[src/rtl/computie_bus_initiator.sv]
// computie_bus_initiator: single-transfer Computie bus master with synchronized ack and timeout
module computie_bus_initiator #(
  parameter int BITWIDTH    = 32,
  parameter int ADDR_CYCLES = 2,
  parameter int TIMEOUT     = 64
) (
  input  logic                comm_clock,
  input  logic                reset,
  input  logic                req_valid,
  output logic                req_ready,
  input  logic                req_write,
  input  logic [BITWIDTH-1:0] req_addr,
  input  logic [BITWIDTH-1:0] req_wdata,
  output logic                resp_valid,
  output logic [BITWIDTH-1:0] resp_rdata,
  output logic                resp_error,
  output logic                cb_addr_strobe,
  output logic                cb_data_strobe,
  output logic                cb_read_write,
  input  logic                cb_data_ack,
  output logic [BITWIDTH-1:0] cb_addr_data_out,
  output logic                cb_addr_data_oe,
  input  logic [BITWIDTH-1:0] cb_addr_data_in,
  output logic                send_receive,
  output logic                addr_oe,
  output logic                data_oe,
  output logic                data_dir
);
  localparam int CW = $clog2(TIMEOUT > ADDR_CYCLES ? TIMEOUT : ADDR_CYCLES);
  typedef enum logic [2:0] {S_IDLE, S_ADDR, S_TURN, S_DATA, S_END} state_t;
  state_t state, state_n;
  logic [CW-1:0] cnt, cnt_n;
  logic ack_m, ack_s, wr, wr_n, err_n, busy_n, drive_n;
  logic [BITWIDTH-1:0] addr, addr_n, wdata, wdata_n, rdata_n;
  assign req_ready = state == S_IDLE && ack_s;
  always_comb begin
    state_n = state;
    cnt_n   = cnt + 1'b1;
    wr_n    = wr;
    addr_n  = addr;
    wdata_n = wdata;
    rdata_n = resp_rdata;
    err_n   = resp_error;
    case (state)
      S_IDLE: begin
        cnt_n = '0;
        if (req_valid && req_ready) begin
          state_n = S_ADDR;
          wr_n    = req_write;
          addr_n  = req_addr;
          wdata_n = req_wdata;
        end
      end
      S_ADDR: if (cnt == CW'(ADDR_CYCLES - 1)) begin
        state_n = wr ? S_DATA : S_TURN;
        cnt_n   = '0;
      end
      S_TURN: begin
        state_n = S_DATA;
        cnt_n   = '0;
      end
      // a synchronized ack takes priority over a timeout in the same cycle
      S_DATA: if (!ack_s) begin
        state_n = S_END;
        rdata_n = wr ? '0 : cb_addr_data_in;
        err_n   = 1'b0;
      end else if (cnt == CW'(TIMEOUT - 1)) begin
        state_n = S_END;
        rdata_n = '0;
        err_n   = 1'b1;
      end
      default: state_n = S_IDLE;
    endcase
  end
  assign busy_n  = state_n inside {S_ADDR, S_TURN, S_DATA};
  assign drive_n = state_n == S_ADDR || (state_n == S_DATA && wr_n);
  // outputs are computed from the next state so they flip on the same edge as the state
  always_ff @(posedge comm_clock or posedge reset) begin
    if (reset) begin
      state            <= S_IDLE;
      cnt              <= '0;
      ack_m            <= 1'b1;
      ack_s            <= 1'b1;
      wr               <= 1'b0;
      addr             <= '0;
      wdata            <= '0;
      cb_addr_strobe   <= 1'b1;
      cb_data_strobe   <= 1'b1;
      cb_read_write    <= 1'b1;
      cb_addr_data_oe  <= 1'b0;
      cb_addr_data_out <= '0;
      send_receive     <= 1'b0;
      addr_oe          <= 1'b0;
      data_oe          <= 1'b0;
      data_dir         <= 1'b0;
      resp_valid       <= 1'b0;
      resp_rdata       <= '0;
      resp_error       <= 1'b0;
    end else begin
      state            <= state_n;
      cnt              <= cnt_n;
      ack_m            <= cb_data_ack;
      ack_s            <= ack_m;
      wr               <= wr_n;
      addr             <= addr_n;
      wdata            <= wdata_n;
      cb_addr_strobe   <= !busy_n;
      cb_data_strobe   <= state_n != S_DATA;
      cb_read_write    <= !(busy_n && wr_n);
      cb_addr_data_oe  <= drive_n;
      cb_addr_data_out <= state_n == S_ADDR ? addr_n : (state_n == S_DATA && wr_n) ? wdata_n : '0;
      send_receive     <= drive_n;
      addr_oe          <= state_n == S_ADDR;
      data_oe          <= state_n == S_DATA;
      data_dir         <= state_n == S_DATA && wr_n;
      resp_valid       <= state_n == S_END;
      resp_rdata       <= rdata_n;
      resp_error       <= err_n;
    end
  end
endmodule

[config.mk]
export PLATFORM = sky130hd
export DESIGN_NAME = computie_bus_initiator
export DESIGN_NICKNAME = d
export VERILOG_FILES = /design/src/rtl/computie_bus_initiator.sv
export SDC_FILE = /design/constraint.sdc
export NUM_CORES = 1
export LEC_CHECK = 0
export ABC_AREA = 1
export CAP_MARGIN = 20
export CORE_MARGIN = 2
export CORE_UTILIZATION = 35
export DETAILED_ROUTE_END_ITERATION = 10
export GPL_TIMING_DRIVEN = 0
export PLACE_DENSITY = 0.62
export SLEW_MARGIN = 20
export SYNTH_ARGS = -nofsm -noshare
export SYNTH_HDL_FRONTEND = slang
export SYNTH_SLANG_ARGS = --single-unit
[constraint.sdc]
create_clock -name comm_clock -period 6.1 [get_ports comm_clock]
set_clock_uncertainty 0.15 [all_clocks]
set_input_delay 1.22 -clock comm_clock [delete_from_list [all_inputs] [get_ports comm_clock]]
set_output_delay 1.22 -clock comm_clock [all_outputs]
set_load 0.02 [all_outputs]
Yosys cells after proc, flatten, opt, wreduce, memory -nomap -nowiden:

Index checks and enable logic that the tools add are counted.

* output and inout bits: 75
* flip-flop bits (word level): 149
* word-level logic and storage cells: 62
* bits of input ports: 101

* equality and inequality tests: 11
* reduce and logical (&&, ||, !) cells: 11
* muxes and demuxes: 21
* add/subtract/negate cells: 1

Operators with widths (count)
* $mux W32: 9
* $eq A3 B2 Y1 const B: 4
* $mux W3: 4
* $pmux W3 S4: 1
* $pmux W6 S2: 1
* $add A6 B1 Y6 const B: 1
* $eq A3 B1 Y1 const B: 2
* $eq A6 B1 Y1 const B: 1
* $eq A6 B6 Y1 const B: 1
* $mux W6: 1
* $mux W1: 5
* $logic_and A1 B1 Y1: 4
* $eq A3 B3 Y1 const B: 1
* $logic_not A3 Y1: 1
* $ne A3 B2 Y1 const B: 1
* $reduce_bool A3 Y1: 1
* $logic_not A1 Y1: 2
* $ne A2 B1 Y1 const B: 1
* $reduce_and A2 Y1: 1
* $reduce_or A2 Y1: 1
* $logic_or A1 B1 Y1: 1

Longest topological paths before layout:

Gate-level depths: netlist of run 1.

* depth after elaboration: 9
* gate-level depth with buffers: 11
* gate-level depth less buffers: 10

Worst setup path after synthesis of run 1:

No wires, ideal clock.

* kind: reg2out
* start: register ack_s
* end: output port req_ready
* arrival time: 0.870 ns
* slack: 3.860 ns
* cell stages (with the launch flop): 5
* data required time: 4.730 ns
* cell sequence: dfstp_2 > inv_1 > nor2_1 > nand2_1 > inv_1

* longest elaborated chain between the ends: 1

RTL lines
* from (decl): line 33 `logic ack_m, ack_s, wr, wr_n, err_n, busy_n, drive_n;`
* from (signal assigned): line 103 `ack_s <= ack_m;`
* $logic_and A1 B1 Y1: line 35 `assign req_ready = state == S_IDLE && ack_s;`
* to (decl): line 10 `output logic req_ready,`

No other way between the ends.

Worst setup path in the final report of run 1:

Ends and elaborated chain as after synthesis.

==> results of run 1 <==
layout make-up:
type | instances | area [um^2]
well taps | 220 | 275.3
clock inverters | 11 | 126.4
plain buffers | 37 | 276.5
inverters | 16 | 67.56
multi-input cells | 436 | 1849
flip-flops and latches | 149 | 3735
repair buffers | 176 | 1779
clock buffers | 21 | 460.4
fillers | 1580 | 8014
sequential cells by signal (all words and copies together) (netlist names), 3 cells and up:
signal / cells
resp_rdata: 32
wdata: 32
state: 3
addr: 32
cnt: 6
cb_addr_data_out: 32
report_power, final:
group | internal, mW | switching (mW)
sequential | 1.38 | 0.131
combinational | 0.647 | 0.973
clock | 0.625 | 0.411
total | 2.65 | 1.51
through the flow:
stage          hold WS, ns  instance area [um^2]
2_1_floorplan       0.1952                  5921
3_3_place_gp        0.1974                  7948
3_5_place_dp        0.1989                  7983
4_1_cts             0.2076                  8569
5_1_grt             0.2110                  8569
6_report            0.2060                  8569
worst max-delay path, delay by kind of cell (launching register included):
kind                   cells  cell delay (ns)
buffers and inverters      3             0.71
DFF                        1             0.53
and+or+nand+nor            2             0.19
logic make-up after synthesis:
group | count (synthesis) | share of synthesized area
compound gates | 40 | 0.03572
buf+inv | 53 | 0.05685
simple gates | 390 | 0.2665
flops | 149 | 0.6308
fa+ha+maj | 2 | 0.004226
xor+xnor | 4 | 0.005918
placed cells by master (no fill, tap or decap), types with 3 or more instances in the layout:
cell type        synthesis  final
clkbuf_16                0     17
dfstp_2                  5      5
nor2_1                  13     13
o21ai_0                 29     29
buf_4                    5      5
inv_1                   14     13
nand2_1                334    334
clkbuf_1                 7      9
nand3_1                  3      3
clkdlybuf4s50_1          0    175
buf_6                   14     14
clkinvlp_4               0      4
dfrtp_1                144    144
nand4_1                 33     33
buf_2                   11     11
o21ai_1                  6      6
per-layer routing:
metal	GRT usage	share of wire
met1	0.2335	0.45
met2	0.2840	0.46
met3	0.04649	0.068
met4	0.06257	0.014
met5	0	0.00072
worst max path at each step:
stage,start,to,slack (ns),depth (start not counted)
2_1_floorplan,reset,addr[0],0.73,1
3_3_place_gp,reset,cb_addr_data_out[28],-1.53,2
3_5_place_dp,req_valid,cb_addr_data_out[15],3.11,8
4_1_cts,ack_s,req_ready,2.85,5
5_1_grt,ack_s,req_ready,2.80,5
6_report,ack_s,req_ready,2.89,5
==> flow_summary.ini, run 1 <==
[worst_setup_path]
crit_fanout = 3
rrSetupSlack_ns = 4.13
cpMostUsedCell = inv_1
required_ns = 4.73
end_kind = output port
cp_slowest_cell = clkdlybuf4s50_1
critPathLaunchType = flop
max_stage_delay_ns = 0.59
r2r_end = cb_addr_data_out[15]
cp.arrival_ns = 1.84
rr_worst_depth = 9
path_cells = inv_1 -> nor2_1 -> nand2_1 -> inv_1 -> clkdlybuf4s50_1
path_class = reg -> out
timing.rr.start = ack_s

[synthesis]
yosysMostFrequentCell = nand2_1
yosys.area.top_type = dfrtp_1
synth_top_area_share = 0.6086
yosys-top-cells-count = nand2_1, dfrtp_1, nand4_1
synth.distinct_cells = 25
async_reset_ff_frac = 1.000
synth_edf_count = 0
synth_area_per_cell_um2 = 9.280
yosys_warnings = 0
synth_area_leaders = dfrtp_1, nand2_1, nand4_1, buf_6, o21ai_0
ys_seq_area_frac = 0.6308
ys_seq_elements = 149
synth_nets = 741
synthCells = 638
mappedNetlistArea_mm2 = 0.005921
synth-main-ff-cell = dfrtp_1

[clocking]
cts_setup_buffers = 0
cts_buffers = 17
clk-insertion-delay-late_ns = 0.42
htreeDepth = 4
clk_pin_slew_ns = 0.06
cts_max_path_buffers = 2
ctsHoldBuffers = 0
post_cts_resized = 0
cts_tree = built
cts_sinks = 149
root_buffer = clkbuf_16

[sta]
finalCritPeriodShare = 0.5269
hold_viol_final = 0
timing.fmax_ghz = 0.3112
rsz0062_at_grt = no
period_needed_ns = 3.214
final_max_slew_viol_count = 0
finalSetupViolations = 0
fin_setup_tns_ns = 0
fin_ws_ns = 2.886
tightest_slew_ns = 0.6318
maxSlewHeadroom = 0.5787

[route]
postRouteAntennaNets = 0
viasPerCell = 4.550
wire_per_inst_um = 14.26
finalWirelength_um = 15200
drt-initial-drc-count = 196
dr.pass1.iters = 4
route.detailed.drc = 0
vias = 4850

[global_route]
grt_max_degree = 90
grt_usage = 0.1771
antenna_found_initial = 1
globalRouteOverflowTotal = 0
grt_pass1_vias = 4986
grt_first_pass_wirelength_um = 25070

[hold_path]
min_path_type = reg -> reg
hold_path_end = ack_s
hold_depth = 0
holdCritStartpoint = ack_m

[pwr]
power_density_mw_per_mm2 = 485.9
total_power_mw = 4.164
vdd_ir_drop_max_v = 0.0002049
p_leak_nw = 4.162

[cells_and_area]
drive_gt1_frac = 0.08983
area_delta_synth_final_pct = 44.74
layout.nets = 936
fin_util = 0.5168
diodes = 0
instances_no_fill = 1066

[floorplan]
die_y_um = 134.1
pin_count = 176
die-area_mm2 = 0.01797
initial_core_util = 0.3570
fp.dieW_um = 134.1
placementRows = 47
core_area_mm2 = 0.01658

[job]
drv_cap = 0

[placement]
placed_cells = 1034
io_buffers = 175
gp_congestion = 0.7535
hpwl_um = 10600
pre_cts_slack_ns = 3.106

[outcome]
status = finished clean
(Power assumes the default switching activity.)
==> inputs of run 2 (changes only) <==
- PLACE_DENSITY: 0.62 -> 0.65
- clock period: 6.1 -> 2.7 ns (I/O delays scaled with it)
==> flow_summary.ini, run 2 (synthesized netlist as in run 1, its figures left out) <==
[clocking]
cts_max_path_buffers = 2
root_buffer = clkbuf_16
cts_tree = built
cts_buffers = 17
cts_sinks = 149
clk_pin_slew_ns = 0.06
post_cts_resized = 0
cts_setup_buffers = 0
ctsHoldBuffers = 0
htreeDepth = 4
clk-insertion-delay-late_ns = 0.42

[route]
viasPerCell = 4.526
route.detailed.drc = 0
wire_per_inst_um = 14.67
finalWirelength_um = 15680
drt-initial-drc-count = 213
dr.pass1.iters = 4
vias = 4838
postRouteAntennaNets = 0

[floorplan]
initial_core_util = 0.3570
pin_count = 176
die-area_mm2 = 0.01797
placementRows = 47
die_y_um = 134.1
fp.dieW_um = 134.1
core_area_mm2 = 0.01658

[placement]
gp_congestion = 0.7991
pre_cts_slack_ns = 0.4017
io_buffers = 175
hpwl_um = 11020

[global_route]
grt_pass1_vias = 4947
grt_first_pass_wirelength_um = 25280
globalRouteOverflowTotal = 0
antenna_found_initial = 0
grt_usage = 0.1820
grt_max_degree = 34

[cells_and_area]
layout.nets = 939
drive_gt1_frac = 0.09423
mostFrequentLayoutCells = nand2_1, clkdlybuf4s50_1, dfrtp_1
diodes = 0
area_delta_synth_final_pct = 45.37
final_common_cell = nand2_1

[pwr]
p_leak_nw = 4.181
vdd_ir_drop_max_v = 0.0004524
power_density_mw_per_mm2 = 1095
total_power_mw = 9.427

[sta]
hold_viol_final = 0
tightest_slew_ns = 0.6354
finalCritPeriodShare = 0.9448
timing.fmax_ghz = 0.3920
finalSetupViolations = 0
rsz0062_at_grt = no
final_max_slew_viol_count = 0
maxSlewHeadroom = 0.5763
period_needed_ns = 2.551
fin_ws_ns = 0.1492

[worst_setup_path]
cp_slowest_cell = clkdlybuf4s50_1
path_cells = inv_1 -> nor2_1 -> nand2_1 -> inv_1 -> clkdlybuf4s50_1
end_kind = output port
cpMostUsedCell = inv_1
path_class = reg -> out
cp.arrival_ns = 1.86
crit_fanout = 3
critPathLaunchType = flop
required_ns = 2.01
max_stage_delay_ns = 0.59

[outcome]
status = finished clean

[hold_path]
min_path_type = reg -> reg

[job]
drv_cap = 0
-- run 2: cell count changes in the layout (fill, tap and decap cells not counted), sizes merged --
cell,delta
buf,+3
clkbuf,-2
clkinv,+2
clkinvlp,+1
inv,-1
-- run 2: final cells by class --
class | count | area, um^2
Buffer | 37 | 276.5
Clock buffer | 19 | 442.9
Clock inverter | 13 | 132.6
Fill cell | 1536 | 7976
Inverter | 16 | 63.81
Multi-Input combinational cell | 436 | 1849
Sequential cell | 149 | 3735
Tap cell | 220 | 275.3
Timing Repair Buffer | 179 | 1832
-- run 2: path summary, 6_finish.rpt --
kind / from / endpoint / slack (ns) / depth (start not counted)
min reg2reg: ack_m / ack_s / 0.20 / 0
max reg2reg: ack_s / cb_addr_data_out[16] / 0.67 / 9
min: ack_m / ack_s / 0.20 / 0
max: ack_s / req_ready / 0.15 / 5
max in group asynchronous: reset / cb_read_write / 1.15 / 4
min in group asynchronous: reset / resp_rdata[20] / 0.40 / 2
-- run 2: where the power goes --
| part | switching [mW] | internal, mW |
|---|---|---|
| registers | 0.305 | 3.11 |
| clock network | 0.930 | 1.38 |
| logic | 2.23 | 1.47 |
| total | 3.47 | 5.96 |
-- run 2: metrics by stage --
step                      instance area (um^2)  hold WS (ns)    util  std cells  TNS, ns
after global routing                      8607        0.2145  0.5190       1069        0
after global placement                    7951        0.1981  0.4795       1033  -178.94
after floorplan                           5924        0.1952       -        638        0
after detailed placement                  8031        0.1972  0.4843       1037        0
final                                     8607        0.2046  0.5190       1069        0
after CTS                                 8607        0.2059  0.5190       1069        0
-- run 2: metal layers --
metal	share of wire	vias up	routed length, um	GRT usage
met5	0	-	0	0
met4	0.0071	0	112	0.06316
met3	0.057	10	898	0.04573
met2	0.47	158	7317	0.2923
met1	0.47	2269	7353	0.2415
li1	-	2401	-	-
-- run 2: worst max-delay path: cells and delay by family (launching register included) --
| family | cells | cell delay [ns] |
|---|---|---|
| and+or+nand+nor | 2 | 0.19 |
| buffers and inverters | 3 | 0.72 |
| DFF | 1 | 0.53 |
==> inputs of run 3 (changes only) <==
- ABC_AREA: 1 -> default
- CORE_ASPECT_RATIO: default -> 1.5
- PLACE_DENSITY: 0.65 -> 0.63
==> flow_summary.ini, run 3 <==
[synthesis]
yosys-top-cells-count = dfrtp_1, nand2_1, o21ai_0
synthCells = 529
synth-main-ff-cell = dfrtp_1
synth_area_per_cell_um2 = 12.37
synth_area_leaders = dfrtp_1, mux2_4, mux2_2, nand2_1, mux2i_1
yosysMostFrequentCell = dfrtp_1
ys_seq_elements = 149
yosys.area.top_type = dfrtp_1
async_reset_ff_frac = 1.000
mappedNetlistArea_mm2 = 0.006544
synth.distinct_cells = 41
synth_edf_count = 0
ys_seq_area_frac = 0.5707
yosys_warnings = 0
synth_top_area_share = 0.5507
synth_nets = 632

[clocking]
cts_max_path_buffers = 2
root_buffer = clkbuf_16
post_cts_resized = 0
cts_sinks = 149
htreeDepth = 4
cts_tree = built
cts_setup_buffers = 0
clk_pin_slew_ns = 0.06
clk-insertion-delay-late_ns = 0.42
ctsHoldBuffers = 0
cts_buffers = 17

[global_route]
grt_pass1_vias = 5113
grt_max_degree = 34
grt_usage = 0.1723
grt_first_pass_wirelength_um = 26060
antenna_found_initial = 0
globalRouteOverflowTotal = 0

[worst_setup_path]
cp.arrival_ns = 1.84
path_delay_family = buffers and inverters
max_stage_delay_ns = 0.60
crit_fanout = 5
critPathLaunchType = flop
path_cells = nor3_2 -> and2_1 -> clkdlybuf4s50_1
cp_slowest_cell = clkdlybuf4s50_1
end_kind = output port
path_class = reg -> out
crit_buf_inv = 1
required_ns = 2.01

[sta]
timing.fmax_ghz = 0.3950
finalCritPeriodShare = 0.9377
tightest_slew_ns = 0.5164
rsz0062_at_grt = no
final_max_slew_viol_count = 0
fin_ws_ns = 0.1682
hold_viol_final = 0
period_needed_ns = 2.532
finalSetupViolations = 0
maxSlewHeadroom = 0.6557

[placement]
gp_congestion = 0.7812
hpwl_um = 12160
dpl_cell_area_mm2 = 0.008720
pre_cts_slack_ns = 0.2997
placed_cells = 960
io_buffers = 174

[floorplan]
pin_count = 176
placementRows = 61
die-area_mm2 = 0.01983
fp.dieW_um = 115.6
core_area_mm2 = 0.01847
die_y_um = 171.5
initial_core_util = 0.3543

[route]
route.detailed.drc = 0
dr.pass1.iters = 7
drt-initial-drc-count = 145
viasPerCell = 4.741
finalWirelength_um = 16530
postRouteAntennaNets = 0
vias = 4703
wire_per_inst_um = 16.66

[cells_and_area]
nFillCells = 1668
multi_input_area_mm2 = 0.002425
fin_util = 0.5047
mostFrequentLayoutCells = clkdlybuf4s50_1, dfrtp_1, nand2_1
area_delta_synth_final_pct = 42.45
ff_latch_area_mm2 = 0.003735
instances_no_fill = 992
layout.nets = 830
final_common_cell = clkdlybuf4s50_1
drive_gt1_frac = 0.1865
final_cell_area_mm2 = 0.009321
diodes = 0

[pwr]
clockPowerShare = 0.235
swShare = 0.3312
p_sw_mw = 3.396
power_density_mw_per_mm2 = 1100
total_power_mw = 10.25
internal_power_mw = 6.857
vdd_ir_drop_max_v = 0.0005940
pwr-share-seq = 0.347
p_leak_nw = 3.968
combPwrFrac = 0.418

[outcome]
status = finished clean

[hold_path]
min_path_type = reg -> reg

[job]
drv_cap = 0
==> run 3: cell type report <==
class	count	share of cell area
flip-flops and latches	149	0.4007
multi-input cells	333	0.2601
repair buffers	179	0.1992
clock buffers	20	0.04792
plain buffers	41	0.03879
well taps	252	0.03383
clock inverters	12	0.01664
inverters	6	0.002819
==> run 3: power by group through the flow <==
stage	clock, mW	combinational, mW	sequential [mW]
after global placement	0	4.23	3.55
after detailed placement	0	4.33	3.59
after floorplan	0	2.28	4.00
after global routing	2.57	4.64	3.66
final	2.41	4.29	3.56
after CTS	2.47	4.35	3.57
==> run 3: worst register-to-register path: cells and delay by family (launching register included) <==
family,cells,cell delay [ns]
compound gates,2,0.39
fa+ha+maj,1,0.24
buf+inv,2,0.42
flops,1,0.41
simple gates,2,0.40
==> run 3: routing by layer <==
| layer | track usage | share of wire |
|---|---|---|
| met5 | 0 | 0 |
| met4 | 0.06159 | 0.018 |
| met1 | 0.1870 | 0.39 |
| met3 | 0.06272 | 0.075 |
| met2 | 0.3056 | 0.52 |
==> run 3: worst paths after layout <==
path | to | startpoint | slack (ns) | depth (start not counted)
min in group asynchronous | resp_rdata[2] | reset | 0.32 | 2
hold reg to reg | ack_s | ack_m | 0.21 | 0
setup / recovery | req_ready | state[2] | 0.17 | 3
hold / removal | ack_s | ack_m | 0.21 | 0
setup reg to reg | resp_rdata[10] | cnt[0] | 0.58 | 7
max in group asynchronous | ack_s | reset | 1.34 | 4
==> run 3: kinds of logic (layout without fill, tap and decap cells) <==
logic type                 count (synthesis)  count (layout)  synth area share
buffers and inverters                     47             258           0.05870
xor gates and xnor gates                   4               4          0.005355
adders and majority gates                  2               2          0.003823
and+or+nand+nor                          124             124           0.07839
DFF                                      149             149            0.5707
AOI/OAI and AO/OA                        105             105            0.1040
muxes                                     98              98            0.1790
==> run 3: through the flow <==
step                hold slack, ns  setup TNS [ns]
global route                0.2186               0
global placement            0.1967         -156.95
detailed placement          0.1968               0
finish                      0.2103               0
floorplan                   0.1952               0
CTS                         0.2112               0
